<file path="config.mk">
export PLATFORM = sky130hd
export DESIGN_NAME = stream_mux_rr
export DESIGN_NICKNAME = d
export VERILOG_FILES = /design/src/rtl/stream_mux_pkg.sv /design/src/rtl/stream_mux_rr_pick.sv /design/src/rtl/stream_mux_rr.sv
export SDC_FILE = /design/constraint.sdc
export NUM_CORES = 1
export LEC_CHECK = 0
export ABC_AREA = 1
export BUFFER_PORTS_ARGS = -buffer_cell sky130_fd_sc_hd__buf_2
export CORE_UTILIZATION = 35
export CTS_BUF_LIST = sky130_fd_sc_hd__clkbuf_4 sky130_fd_sc_hd__clkbuf_8 sky130_fd_sc_hd__clkbuf_16
export CTS_CLUSTER_DIAMETER = 100
export CTS_CLUSTER_SIZE = 24
export DETAILED_ROUTE_END_ITERATION = 10
export PLACE_DENSITY = 0.65
export SYNTH_ARGS = -nofsm -noshare
export SYNTH_HDL_FRONTEND = slang
export SYNTH_SLANG_ARGS = --single-unit
</file>
<file path="constraint.sdc">
create_clock -name clk -period 1.9 [get_ports clk]
set_input_delay 0.38 -clock clk [delete_from_list [all_inputs] [get_ports clk]]
set_output_delay 0.38 -clock clk [all_outputs]
set_load 0.02 [all_outputs]
</file>
<file path="src/rtl/stream_mux_pkg.sv">
// ============================================================================
// stream_mux_pkg : shared types and defaults for the stream multiplexer
// Rev 1.0
// ============================================================================
`default_nettype none

package stream_mux_pkg;

   typedef enum logic {MODE_FIXED = 1'b0, MODE_RR = 1'b1} mux_mode_t;

   localparam int WIDTH_DEF = 8;
   localparam int N_CH_DEF  = 4;

endpackage

`default_nettype wire

</file>
<file path="src/rtl/stream_mux_rr_pick.sv">
// ============================================================================
// rr_pick : rotating-priority encoder, first request after ptr (wrapping)
// Rev 1.0
// ============================================================================
`default_nettype none

module rr_pick
   import stream_mux_pkg::*;
#(
   parameter int N_CH  = N_CH_DEF,
   parameter int SEL_W = $clog2(N_CH)
) (
   input  logic [N_CH-1:0]  req,
   input  logic [SEL_W-1:0] ptr,
   output logic             gnt_valid,
   output logic [SEL_W-1:0] gnt
);

   // Walk from the lowest priority (ptr itself) up to ptr+1 so the last hit wins.
   always_comb begin : p_pick
      int idx;
      gnt_valid = 1'b0;
      gnt       = '0;
      idx       = 0;
      for (int k = N_CH; k >= 1; k--) begin
         idx = (int'(ptr) + k) % N_CH;
         if (req[idx[SEL_W-1:0]]) begin
            gnt_valid = 1'b1;
            gnt       = idx[SEL_W-1:0];
         end
      end
   end

endmodule

`default_nettype wire

</file>
<file path="src/rtl/stream_mux_rr.sv">
// ============================================================================
// stream_mux_rr : N-channel registered stream mux, fixed-select or round-robin.
// Optional packet lock on in_last when STREAM_MUX_LOCK_EN is defined.
// Rev 1.0
// ============================================================================
`default_nettype none

module stream_mux_rr
   import stream_mux_pkg::*;
#(
   parameter int WIDTH = WIDTH_DEF,
   parameter int N_CH  = N_CH_DEF,
   parameter int SEL_W = $clog2(N_CH)
) (
   input  logic                  clk,
   input  logic                  rst_n,
   input  logic                  mode,
   input  logic [SEL_W-1:0]      sel,
   input  logic [N_CH-1:0]       in_valid,
   output logic [N_CH-1:0]       in_ready,
   input  logic [N_CH*WIDTH-1:0] in_data,
`ifdef STREAM_MUX_LOCK_EN
   input  logic [N_CH-1:0]       in_last,
   output logic                  out_last,
`endif
   output logic                  out_valid,
   input  logic                  out_ready,
   output logic [WIDTH-1:0]      out_data,
   output logic [SEL_W-1:0]      out_ch
);

   logic             r_valid;
   logic [WIDTH-1:0] r_data;
   logic [SEL_W-1:0] r_ch;
   logic [SEL_W-1:0] r_ptr;

   logic             w_load;
   logic             w_xfer;
   logic             w_rr_valid;
   logic [SEL_W-1:0] w_rr_gnt;
   logic             w_fix_valid;
   logic             w_lock_active;
   logic             w_lock_valid;
   logic [SEL_W-1:0] w_lock_ch;
   logic             w_gnt_valid;
   logic [SEL_W-1:0] w_gnt;
   logic [WIDTH-1:0] w_data;

   rr_pick #(.N_CH(N_CH), .SEL_W(SEL_W)) u_pick (
      .req       (in_valid),
      .ptr       (r_ptr),
      .gnt_valid (w_rr_valid),
      .gnt       (w_rr_gnt)
   );

   assign w_load = ~r_valid | out_ready;
   assign w_xfer = w_load & w_gnt_valid;

   // Compare against each legal index so an out-of-range sel never indexes in_valid.
   always_comb begin
      w_fix_valid  = 1'b0;
      w_lock_valid = 1'b0;
      for (int i = 0; i < N_CH; i++) begin
         if (sel == SEL_W'(i) && in_valid[i])       w_fix_valid  = 1'b1;
         if (w_lock_ch == SEL_W'(i) && in_valid[i]) w_lock_valid = 1'b1;
      end
   end

   always_comb begin
      w_gnt_valid = 1'b0;
      w_gnt       = '0;
      if (w_lock_active) begin
         w_gnt_valid = w_lock_valid;
         w_gnt       = w_lock_ch;
      end else if (mux_mode_t'(mode) == MODE_RR) begin
         w_gnt_valid = w_rr_valid;
         w_gnt       = w_rr_gnt;
      end else begin
         w_gnt_valid = w_fix_valid;
         w_gnt       = sel;
      end
   end

   always_comb begin
      w_data = '0;
      for (int i = 0; i < N_CH; i++)
         if (w_gnt == SEL_W'(i)) w_data = in_data[i*WIDTH +: WIDTH];
   end

   generate
      for (genvar gi = 0; gi < N_CH; gi++) begin : g_ready
         assign in_ready[gi] = w_xfer & (w_gnt == SEL_W'(gi));
      end
   endgenerate

   always_ff @(posedge clk or negedge rst_n) begin
      if (!rst_n) begin
         r_valid <= 1'b0;
         r_data  <= '0;
         r_ch    <= '0;
         r_ptr   <= SEL_W'(N_CH - 1);
      end else if (w_xfer) begin
         r_valid <= 1'b1;
         r_data  <= w_data;
         r_ch    <= w_gnt;
         r_ptr   <= w_gnt;
      end else if (w_load) begin
         r_valid <= 1'b0;
      end
   end

`ifdef STREAM_MUX_LOCK_EN
   logic             r_lock;
   logic [SEL_W-1:0] r_lock_ch;
   logic             r_last;
   logic             w_last_in;

   always_comb begin
      w_last_in = 1'b0;
      for (int i = 0; i < N_CH; i++)
         if (w_gnt == SEL_W'(i)) w_last_in = in_last[i];
   end

   // A beat without in_last pins arbitration to its channel until the packet ends.
   always_ff @(posedge clk or negedge rst_n) begin
      if (!rst_n) begin
         r_lock    <= 1'b0;
         r_lock_ch <= '0;
         r_last    <= 1'b0;
      end else if (w_xfer) begin
         r_lock    <= ~w_last_in;
         r_lock_ch <= w_gnt;
         r_last    <= w_last_in;
      end
   end

   assign w_lock_active = r_lock;
   assign w_lock_ch     = r_lock_ch;
   assign out_last      = r_last;
`else
   assign w_lock_active = 1'b0;
   assign w_lock_ch     = '0;
`endif

   assign out_valid = r_valid;
   assign out_data  = r_data;
   assign out_ch    = r_ch;

endmodule

`default_nettype wire

</file>
==> results.cfg <==
[run_status]
status = finished with violations
violations = negative setup slack

[synth]
synth_seq_cells = 13
synth.lib_cells_used.distinct = 29
synth-seq-area-share_pct = 26.6
syn-num-nets = 222
syn_area_mm2 = 0.00123
syn-mean-instance-area_um2 = 6.85
syn_inst_count = 180
yosys_warnings = 0

[detailed_routing]
dr.first_iter.drc_count = 57
drc = 0
wl_met2_um = 1550
drt_pass1_iterations = 4
met3_wirelength_um = 108
maxUsedRoutingLayer = met4
routedLengthMet1_um = 1710
routed-via-count = 1416
route.final.wire_length_um = 3390
vias_per_cell = 4.58
route.antenna.remaining_nets = 0
routedWlPerCell_um = 11.0

[layout]
nets = 306
filler_cell_count = 343
drive_gt1_share_pct = 53.6
antenna_cells_inserted = 0
finalNonFillerCells = 309
area_growth_pct = 54.7
layout.cell_area.non_filler_mm2 = 0.00191
layout.cells.most_common = sky130_fd_sc_hd__buf_2
most-common-layout-cells = sky130_fd_sc_hd__buf_2 (52), sky130_fd_sc_hd__nand2_1 (40), sky130_fd_sc_hd__inv_1 (25)

[run]
number_of_max_capacitance_violations_reported = 0

[global_route]
antenna_found_initial = 0
grt_max_degree = 20
grt_pass1_wl_um = 5150
grt_resource_usage_total_pct = 18.5
globalRouteOverflowTotal = 0
first_global_vias = 1154

[clocking]
clk_root_buffer_cell = sky130_fd_sc_hd__clkbuf_4
clockBufferDepth = 2
cts-htree-levels = 1
clock_insertion_delay_worst_skew_ns = 0.28
clock_tree_from_tritoncts = built
clk_pin_slew_worst_paths_ns = 0.09
cts_made_buffers = 3
clock_sinks = 13

[power_and_ir_drop]
pwr_density_cell_mw_per_mm2 = 1440
p_leak_uw = 0.00108
ir_drop_v = 0.000698

[sta]
report.final.slew_viol_count = 0
slew_at_the_pin_with_the_worst_max_slew_slack_ns = 0.346
grt_setup_unrepaired = true
maxSlewHeadroom_pct = 76.8
post-route-min-period_ns = 2.47
timing.final.ws_setup_ns = -0.567
finalSetupViolCount = 16
totalNegativeSetupSlack_ns = -5.17
fin_hold_ws_ns = 0.285
period_share_pct = 130
finalHoldViolations = 0
fin_worst_skew_ns = 0.0157
clock.fmax_ghz = 0.405

[die]
io_pins = 57
fp.dieH_um = 61.4
fp.dieArea_mm2 = 0.00377
fp.coreArea_mm2 = 0.00336
std_cell_rows = 21
initial_core_util_pct = 36.7
die_w_um = 61.4

[worst_hold_path]
holdCritPathClass = in2reg

[setup_path]
timing.critical_path.to_type = output pin
timing.critical_path.fanout_max = 8
nature_of_the_critical_path_startpoint = flip-flop
critical_path_arrival_ns = 2.09
worst-setup-path-type = reg2out
critPathRequiredTime_ns = 1.52

[placed_design]
dpl_worst_slack_ns = -0.290
finalWeightedCongestion = 0.783
place.detailed.hpwl_um = 2560
placedCellCount = 295
post_dp_cell_area_mm2 = 0.00167
io_port_bufs = 56
[timing repair]
item,CTS,global route
hold buffers,1,0
setup endpoints to repair,14,16
hold endpoints to repair,11,0
pin swaps,6,9
resized for setup,20,19
buffers inserted,11,2
gates cloned,0,0
[cells by family after synthesis]
| logic type | after synthesis | synth area share (%) |
|---|---|---|
| AOI/OAI and AO/OA | 33 | 15.9 |
| buffers and inverters | 36 | 15.8 |
| and+or+nand+nor | 98 | 41.7 |
| DFF | 13 | 26.6 |
[power by group]
| group | internal, µW | switching [µW] | total (µW) |
|---|---|---|---|
| clock network | 95.5 | 93.6 | 189 |
| logic | 833 | 1200 | 2030 |
| registers | 420 | 102 | 522 |
| total | 1350 | 1390 | 2740 |
[layout make-up]
class                           count  area, µm²  share of cell area (%)
Inverter                           30        130                    6.82
Multi-Input combinational cell    131        811                    42.5
Sequential cell                    13        328                    17.2
Timing Repair Buffer               85        552                    28.9
Clock buffer                        4       30.0                    1.57
Tap cell                           46       57.6                    3.02
[cells in the mapped netlist (all sizes together)]
cell,n,area (µm²)
nor3,2,10.0
a21oi,19,118
nand4,7,43.8
nor2,10,50.1
a211oi,1,7.51
dfstp,2,52.6
or2,1,6.26
buf,6,75.1
and2,1,8.76
o211ai,1,7.51
inv,30,120
o21ai,12,63.8
nand2,63,303
nand3,14,92.6
dfrtp,11,275
[metrics by stage]
| stage | util [%] | power [µW] |
|---|---|---|
| floorplan | - | 1840 |
| global placement | 49.7 | 2240 |
| detailed placement | 49.7 | 2250 |
| CTS | 54.7 | 2600 |
| global route | 56.7 | 2980 |
| finish | 56.7 | 2740 |
[path summary, 6_finish.rpt]
kind	to	start	slack [ns]	depth (start not counted)
setup / recovery	in_ready[0]	r_ptr[0]	-0.57	11
hold / removal	out_valid	out_ready	0.28	2
setup reg to reg	r_ptr[1]	r_ptr[0]	-0.38	15
hold reg to reg	out_data[3]	out_data[3]	0.48	2
max in group asynchronous	r_ptr[0]	rst_n	1.10	2
min in group asynchronous	out_ch[1]	rst_n	0.51	2
[critical path, cell delays in order, from the launching register on]
cell and delay [ns]:
sky130_fd_sc_hd__dfstp_2 0.69, sky130_fd_sc_hd__nand2_1 0.14, sky130_fd_sc_hd__nand2_2 0.11, sky130_fd_sc_hd__nor2_2 0.04
sky130_fd_sc_hd__nand2_1 0.06, sky130_fd_sc_hd__nand2_1 0.04, sky130_fd_sc_hd__nand2_1 0.07, sky130_fd_sc_hd__nand2_2 0.06
sky130_fd_sc_hd__a21oi_4 0.19, sky130_fd_sc_hd__inv_4 0.09, sky130_fd_sc_hd__nor3_4 0.17, sky130_fd_sc_hd__buf_6 0.14
[metal layers]
layer  up-vias  track usage [%]
met4         0             5.71
li1        739                -
met5         -                0
met2        32             27.2
met1       643             28.4
met3         2             1.89
[registers in the layout, summed over array words and instances (netlist names)]
signal / flops
out_data: 8
out_ch: 2
r_ptr: 2
out_valid: 1
No activity file was read; power rests on OpenSTA's default activity.
